==> src/rtl/reg_bank_sb.sv <==
// Register file with one write port, two combinational read ports and a busy scoreboard for RAW hazard detection.
// Writes land one edge after we; reads and busy flags are zero-latency, with optional same-cycle write forwarding.
module reg_bank_sb #(
  parameter int DATA_W   = 32,
  parameter int ADDR_W   = 4,
  parameter bit ZERO_REG = 1'b0,
  parameter bit BYPASS   = 1'b1
) (
  input  logic              clk,
  input  logic              rst,
  input  logic              we,
  input  logic [ADDR_W-1:0] waddr,
  input  logic [DATA_W-1:0] wdata,
  input  logic [ADDR_W-1:0] raddr1,
  input  logic [ADDR_W-1:0] raddr2,
  output logic [DATA_W-1:0] rdata1,
  output logic [DATA_W-1:0] rdata2,
  input  logic              rsv_en,
  input  logic [ADDR_W-1:0] rsv_addr,
  output logic              busy1,
  output logic              busy2,
  output logic              busy_any
);

  localparam int NREGS = 2 ** ADDR_W;

  logic [DATA_W-1:0] regs [NREGS];
  logic [NREGS-1:0]  busy;
  logic [NREGS-1:0]  busy_next;
  logic [NREGS-1:0]  wr_dec;
  logic [NREGS-1:0]  rsv_dec;
  logic              fwd1;
  logic              fwd2;

  // One-hot decode of write and reserve; register 0 is masked out when hardwired to zero.
  always_comb begin
    wr_dec  = '0;
    rsv_dec = '0;
    for (int i = 0; i < NREGS; i++) begin
      wr_dec[i]  = we     && (waddr    == ADDR_W'(i));
      rsv_dec[i] = rsv_en && (rsv_addr == ADDR_W'(i));
    end
    if (ZERO_REG) begin
      wr_dec[0]  = 1'b0;
      rsv_dec[0] = 1'b0;
    end
  end

  // Set after clear: a newly issued producer supersedes the one completing this cycle.
  always_comb begin
    busy_next = (busy & ~wr_dec) | rsv_dec;
  end

  always_ff @(posedge clk) begin
    if (rst) begin
      for (int i = 0; i < NREGS; i++) begin
        regs[i] <= '0;
      end
      busy <= '0;
    end else begin
      for (int i = 0; i < NREGS; i++) begin
        if (wr_dec[i]) begin
          regs[i] <= wdata;
        end
      end
      busy <= busy_next;
    end
  end

  always_comb begin
    fwd1 = BYPASS && we && (waddr == raddr1);
    fwd2 = BYPASS && we && (waddr == raddr2);
  end

  // Read port 1: forwarded data also clears the hazard seen by this reader.
  always_comb begin
    rdata1 = regs[raddr1];
    busy1  = busy[raddr1];
    if (fwd1) begin
      rdata1 = wdata;
      busy1  = 1'b0;
    end
    if (ZERO_REG && (raddr1 == '0)) begin
      rdata1 = '0;
      busy1  = 1'b0;
    end
  end

  always_comb begin
    rdata2 = regs[raddr2];
    busy2  = busy[raddr2];
    if (fwd2) begin
      rdata2 = wdata;
      busy2  = 1'b0;
    end
    if (ZERO_REG && (raddr2 == '0)) begin
      rdata2 = '0;
      busy2  = 1'b0;
    end
  end

  // Reports stored reservations only; forwarding does not mask this flag.
  always_comb begin
    busy_any = |busy;
  end

endmodule

==> config.mk <==
export PLATFORM = sky130hd
export DESIGN_NAME = reg_bank_sb
export DESIGN_NICKNAME = d
export VERILOG_FILES = /design/src/rtl/reg_bank_sb.sv
export SDC_FILE = /design/constraint.sdc
export NUM_CORES = 1
export LEC_CHECK = 0
export ABC_AREA = 1
export CORE_ASPECT_RATIO = 1.5
export CORE_UTILIZATION = 25
export CTS_BUF_LIST = sky130_fd_sc_hd__clkbuf_4 sky130_fd_sc_hd__clkbuf_8 sky130_fd_sc_hd__clkbuf_16
export DETAILED_ROUTE_END_ITERATION = 16
export REMOVE_ABC_BUFFERS = 1
export SLEW_MARGIN = 20
export SYNTH_ARGS = -nofsm -noshare
export SYNTH_HDL_FRONTEND = slang
export SYNTH_SLANG_ARGS = --single-unit
==> constraint.sdc <==
create_clock -name clk -period 8.03 [get_ports clk]
set_input_delay 1.606 -clock clk [delete_from_list [all_inputs] [get_ports clk]]
set_output_delay 1.606 -clock clk [all_outputs]
set_load 0.01 [all_outputs]
## Yosys cells after proc, flatten, opt, wreduce, memory -nomap -nowiden

Memories as Yosys holds them, arrays and structs flattened.
Index checks and enable logic that the tools add are counted.

| word-level totals | value |
|---|---|
| logic and storage cells | 166 |
| output and inout bits | 67 |
| memory bits (read-only) | 0 |
| bits of input ports | 52 |
| register bits | 16 |
| RAM bits | 512 |
| memories kept | 1 |
| bits in latches | 0 |

| cells by class | value |
|---|---|
| equal/unequal tests | 32 |
| $lt $le $gt $ge | 2 |
| add/sub/neg operators | 0 |
| multipliers | 0 |
| multiplexer cells | 74 |
| shift-type cells | 0 |
| bitwise operators | 19 |
| reductions and logical operators | 37 |
| divide/modulo/power cells | 0 |

Memory list:

| memory | words | bits a word | read ports | clocked after Yosys merged registers in | write ports | RTL line | text |
|---|---|---|---|---|---|---|---|
| regs | 16 | 32 | 2 | 0 | 16 | 27 | `logic [DATA_W-1:0] regs [NREGS];` |

Operators by type and width:

| kind | number |
|---|---|
| $mux 32 | 18 |
| $eq 4x4->1 const B | 16 |
| $mux 1 | 54 |
| $logic_and 1x1->1 | 34 |
| $eq 4x3->1 const B | 8 |
| $and 16x16->16 | 1 |
| $eq 4x2->1 const B | 4 |
| $not 16->16 | 1 |
| $or 1x1->1 | 16 |
| $or 16x16->16 | 1 |
| $reduce_or 16->1 | 1 |
| $lt 4x5->1 const B | 2 |
| $bmux 1 s4 | 2 |
| $eq 4x1->1 const B | 2 |
| $eq 4x4->1 | 2 |
| $logic_not 4->1 | 2 |

## Logic depth before layout (Yosys ltp)

Gate-level depths: netlist of the first run.

| logic depth | value |
|---|---|
| depth after elaboration | 6 |
| depth in mapped cells | 12 |
| mapped depth without buffers | 9 |

## Worst setup path before layout of the first run

No wires, ideal clock.

| timing path | value |
|---|---|
| path kind | input port to flip-flop |
| start | in waddr[3] |
| end | mem regs[11][0] (enable) |
| stages | 4 |
| data arrival time | 4,230 ps |
| data required time | 7,562 ps |
| slack | 3,331 ps |
| cell sequence | inv_1 nor2_1 inv_1 o21ai_0 |

RTL lines:

| element | RTL line | text |
|---|---|---|
| start, declared | 12 | `input logic [ADDR_W-1:0] waddr,` |
| end, declared | 27 |  |

## Worst setup path after layout of the first run

| timing path | value |
|---|---|
| start | in raddr1[1] |
| end | out rdata1[18] |

| on the way | value |
|---|---|
| longest elaborated chain between the ends | 3 |
| elaborated cells on any way between the ends | 4 |
| those cells by class | eq/ne (1); mux (1); reduce/logical (1); memory (1) |

RTL lines:

| element | RTL line | text |
|---|---|---|
| start, declared | 14 | `input logic [ADDR_W-1:0] raddr1,` |
| branches (longest 2 deep; another with $mem_v2 16x32) | - |  |
| $mux 32 * | 79 | `if (fwd1) begin` |
| end, declared | 16 | `output logic [DATA_W-1:0] rdata1,` |

Every way passes the cells marked *.

==> run metrics, run 1 <==
First DRT Iteration DRCs 2816; Period minus WS final 6640 ps; Hold Crit Start busy[8]; CP Max Fanout 64; global route overflow 0; CTS Sinks 528; cell with the largest stage delay on the worst path nand4_1; Critical R2R Launch busy[12]; first-pass GRT wire length 160000 µm; ANT cells 0; cell internal pwr 4.76 mW; largest net degree at the start of global routing 193; Static Leak 13.2 nW; pwr/cell area 202 mW/mm²; worst rel slew slack 22.1%; CTS tree done; RSZ-0062 raised after global routing false; Mean Syn Cell Area 7.87 µm²; Antenna Nets Post-Route 0; Clk Latency, worst-skew pair 610 ps; Die X 282 µm; Post-Syn Area 0.0294 mm²; Net Switching 1.92 mW; Post-CTS Repair Setup Buffers 0; worst setup margin 1390 ps; clock power share 34.1%; Cells after Synth 3734; fin cells 5276; Worst setup EP type output port; critical path buffer and inverter count 3; CTS root buffer clkbuf_16; Synth Register Bits 528; Max-Cap Viols 0; vias in the first global route 26000; Worst Tran Pin Value 1170 ps; worst hold path type flop to flop; outcome complete, no violations; placed wire-length estimate 58200 µm; Seq pwr share 49.6%; hold_buf cts 0; initial antenna violation count 1; Worst-path clk slew 70 ps; Synth Flop Type edfxtp_1; crit-path leading delay family buffers and inverters; Clock Skew 0 ps; chip height 422 µm; post-synthesis sequential area ratio 53.4%; clock buffer depth 3; endpoints failing hold 0; Warnings, synthesis 0; hold worst-path end busy[8]; EDFF count, synth 512; Max Fclk 151 MHz; routed length per instance 20.7 µm; DRC 0; placed cells 5191; Vias 26800; DIE AREA 0.119 mm²; WP data required 6420 ps; Initial Util 25.3%; Core Box Area 0.116 mm²; Worst path max stage delay 870 ps; setup slack, reg-to-reg 7350 ps; Final period util 82.7%; WL final 109000 µm; RR Endpoint busy[12]; library cells used by synthesis 26; CP startpoint kind input port; Net count, final 3741; kind of critical path input port to output port; Ports 119; Hold Path Depth 2; final setup TNS 0 ps; Worst Path Arrival 5030 ps; gr usage total 17.9%; Slew Limit Fails 0; setup violators final 0; PostCTS Resize Cnt 0; R2R depth 2; layout cell share with drive strength beyond 1 4.54%; CP cell instances buf_4 -> o22ai_1 -> nor2_1 -> nand4_1 -> buf_4 -> nand2_1 -> nand2_1 -> clkdlybuf4s50_1; row cnt 153; Sw Ratio 28.8%; routability cong. 0.825; Peak VDD IR 0.159 mV; Gate power share 16.2%; Async SR Flop Fraction 0%; htree depth 2; via/cell ratio 5.08; CTS buffer count 46; Pre-Repair DR Iteration Count 7; pre-CTS WS 1450 ps; Layout area overhead 12.4%; port buffer count 118
## synth_stat cells (3+ instances only)
master / count / area share (%)
edfxtp_1: 512 / 52
o211ai_1: 6 / 0.15
nand2_1: 1584 / 20
clkbuf_1: 21 / 0.27
dfxtp_1: 16 / 1.1
clkinv_1: 33 / 0.42
buf_6: 28 / 1.1
o32ai_1: 3 / 0.089
buf_1: 33 / 0.42
inv_2: 6 / 0.077
a21oi_1: 6 / 0.10
buf_2: 145 / 2.5
o22ai_1: 14 / 0.30
nor2_1: 371 / 4.7
inv_1: 97 / 1.2
o21ai_0: 8 / 0.14
buf_4: 38 / 0.97
nand3_1: 800 / 14
nor4_1: 4 / 0.085
## cell usage in the layout, fill, tap and decap left out, types with 3 or more instances in the layout
cell type / n
inv_4: 5
inv_6: 4
edfxtp_1: 512
buf_12: 6
dfxtp_1: 16
nor2_1: 371
inv_1: 97
o21ai_0: 5
a21oi_1: 6
nand3_1: 799
clkinv_1: 40
clkbuf_16: 48
buf_4: 52
o211ai_1: 6
inv_2: 3
o21ai_4: 3
clkbuf_8: 4
nand2_2: 12
nor4_1: 4
buf_2: 3
clkinv_2: 12
nand2_1: 1571
o32ai_1: 3
o22ai_1: 14
clkdlybuf4s50_1: 109
## power by group through the flow
| stage | logic (mW) | clock network [mW] | registers (mW) |
|---|---|---|---|
| global route | 1.18 | 2.38 | 3.33 |
| detailed placement | 1.08 | 0 | 3.37 |
| floorplan | 0.554 | 0 | 3.35 |
| finish | 1.09 | 2.28 | 3.31 |
| CTS | 1.08 | 2.29 | 3.31 |
| global placement | 1.07 | 0 | 3.36 |
## state kept, by name, indices dropped and copies added, names as in the netlist
name and count:
regs 512, busy 16
## cell type report
cell class                 count  area (µm²)
multi-input combinational   2803       11700
clock inverter                32         240
sequential                   528       15700
clock buffer                  53        1260
timing repair buffer         172        1650
inverter                     138         543
tap                         1550        1940
fill                       12300       83200
## metrics by stage
step	area [µm²]	hold slack (ps)	utilization (%)	total power, mW
5_1_grt	33000	525	28.4	6.89
6_report	33000	512	28.4	6.68
4_1_cts	33000	509	28.4	6.68
2_1_floorplan	27900	469	-	3.91
3_5_place_dp	31600	497	27.2	4.45
3_3_place_gp	31500	495	27.1	4.43
## worst min-delay path, cell delays in order (launching register included)
cell	delay, ps
dfxtp_1	320
inv_1	70
o22ai_1	70
## kinds of logic (layout without fill, tap and decap cells)
| logic type | count (synthesis) | in the layout | share of synthesized area, % |
|---|---|---|---|
| and+or+nand+nor | 2765 | 2765 | 38.8 |
| DFF | 528 | 528 | 53.4 |
| buffers and inverters | 403 | 395 | 7.00 |
| AOI/OAI and AO/OA | 38 | 38 | 0.809 |
## metal layers
layer / vias up / share of wire [%] / wire [µm] / global-route usage, %
met5: - / 0 / 0 / 0
met4: 0 / 6.2 / 6760 / 11.6
met3: 380 / 8.1 / 8880 / 2.14
met2: 1511 / 49 / 53200 / 30.9
met1: 12700 / 37 / 40500 / 20.7
li1: 12200 / - / - / -
## worst max path at each step
stage               cells past startpoint    endpoint       from  slack [ps]
finish                                  8  rdata1[18]  raddr1[1]        1390
floorplan                               6   rdata2[0]  raddr2[1]        2470
CTS                                     8  rdata1[18]  raddr1[1]        1450
detailed placement                      8  rdata1[18]  raddr1[1]        1450
global route                            8       busy1  raddr1[1]        1390
global placement                        8  rdata1[18]  raddr1[1]        1500
No activity file was read; power rests on OpenSTA's default activity.
==> run 2, diff against run 1 <==
- clock period: 8.03 -> 5.8 ns (I/O delays scaled with it)
==> run 2 against run 1 <==
  * Count of clock-buffer cells in the layout grew 4
  * Clock power up 57%
  * Cell area is 1.8% higher
  * Clock skew did not move
  * Critical path depth is 1 higher
  * Combinational power grew 40%
  * Flip-flop and latch count unchanged
  * Wire length rose by 0.72%
  * Worst hold slack better by 10 ps
  * Die area stayed put
  * Non-clock buffer count grew 26
  * Sequential share of layout area down 0.83 points
  * Largest power group unchanged
  * Highest routed layer unchanged
==> run metrics, run 2 (synthesis results as in run 1) <==
outcome complete, no violations; Worst path max stage delay 660 ps; cell with the largest stage delay on the worst path clkdlybuf4s50_1; via/cell ratio 5.05; Peak VDD IR 0.188 mV; final core occ 28.9%; Vias 26800; kind of critical path input port to output port; htree depth 2; Pre-Repair DR Iteration Count 8; clock buffer depth 3; area of the multi-input gates 0.0117 mm²; total power 9.71 mW; Regs by FF count regs x512, busy x16; most frequent cells in the layout 1571 x nand2_1, 799 x nand3_1, 512 x edfxtp_1; pwr/cell area 289 mW/mm²; CTS tree done; register name with the most flops regs; largest net degree at the start of global routing 98; CTS buffer count 47; First DRT Iteration DRCs 2830; Post-CTS Repair Setup Buffers 0; Worst Path Arrival 3710 ps; endpoints failing hold 0; row cnt 153; CP startpoint kind input port; initial antenna violation count 0; Ports 119; worst hold path type flop to flop; WP data required 4640 ps; fillers 12200; Initial Util 25.3%; Layout area overhead 14.4%; Core Box Area 0.116 mm²; pre-CTS WS 796 ps; port buffer count 118; Static Leak 13.5 nW; worst setup margin 929 ps; worst rel slew slack 33.0%; Clock Skew 0 ps; Net count, final 3768; DIE AREA 0.119 mm²; first-pass GRT wire length 161000 µm; max FFs per register 512; Max Fclk 205 MHz; vias in the first global route 25800; CP Max Fanout 17; setup violators final 0; chip height 422 µm; Worst Tran Pin Value 1000 ps; Register Area 0.0157 mm²; global route overflow 0; routability cong. 0.823; Antenna Nets Post-Route 0; PostCTS Resize Cnt 0; WL final 110000 µm; DRC 0; RSZ-0062 raised after global routing false; Worst-path clk slew 60 ps; CTS root buffer clkbuf_16; placed wire-length estimate 62500 µm; Slew Limit Fails 0; ANT cells 0; final instance area 0.0336 mm²; Worst setup EP type output port; post-place instance area 0.0319 mm²; routed length per instance 20.8 µm; leading cell type in the layout, fill and taps excluded nand2_1; Max-Cap Viols 0; Die X 282 µm; Final period util 84.0%; Period minus WS final 4870 ps; CTS Sinks 528; hold_buf cts 0; layout cell share with drive strength beyond 1 5.33%; Clk Latency, worst-skew pair 600 ps; CP cell instances clkdlybuf4s50_1 -> o21ai_0 -> a21oi_1 -> nand3b_2 -> inv_2 -> buf_4 -> nand2_1 -> nand2_1 -> clkdlybuf4s50_1; gr usage total 18.1%; final setup TNS 0 ps
==> run 2: changes by cell type in the layout (fill, tap and decap cells not counted), moves of 2 or more <==
cell        before  now
bufinv_16        2   11
clkinv_1        40   37
buf_12           6   18
clkinvlp_4       2    4
inv_6            4    0
inv_4            5    3
clkinv_2        12    9
clkbuf_8         4    6
buf_4           52   66
==> run 2: path summary, 6_finish.rpt <==
check / startpoint / to / slack, ps / cells after the start
min reg2reg: busy[8] / busy[8] / 520 / 2
max: we / rdata2[12] / 930 / 9
max reg2reg: busy[12] / busy[12] / 5100 / 2
min: busy[8] / busy[8] / 520 / 2
==> run 2: stage by stage <==
stage,hold WS [ps],instances
finish,522,5304
global route,541,5304
CTS,511,5304
detailed placement,497,5217
global placement,496,5217
floorplan,469,3469
==> run 2: cell type report <==
cell class	instances	share of cell area, %
clock inverters	30	1.29
multi-input cells	2803	34.8
flip-flops and latches	528	46.7
well taps	1550	5.77
clock buffers	57	3.92
repair buffers	198	5.92
inverters	138	1.60
==> run 2: routing by layer <==
layer  track usage (%)  up-vias  routed length (µm)
met5                 0        -                   0
li1                  -    12200                   -
met4              11.1        0                6630
met2              30.6     1431               53700
met3              2.83      367                9210
met1              21.3    12800               40700
==> run 2: worst max-delay path, delay by kind of cell <==
family	cells	cell delay [ps]
compound gates	2	330
simple gates	3	280
buf+inv	4	1920
==> run 2: power breakdown <==
part,total (mW),internal (mW),switching (mW)
Combinational,1.53,0.486,1.04
Clock,3.59,2.11,1.48
Sequential,4.59,4.46,0.127
Total,9.71,7.06,2.65
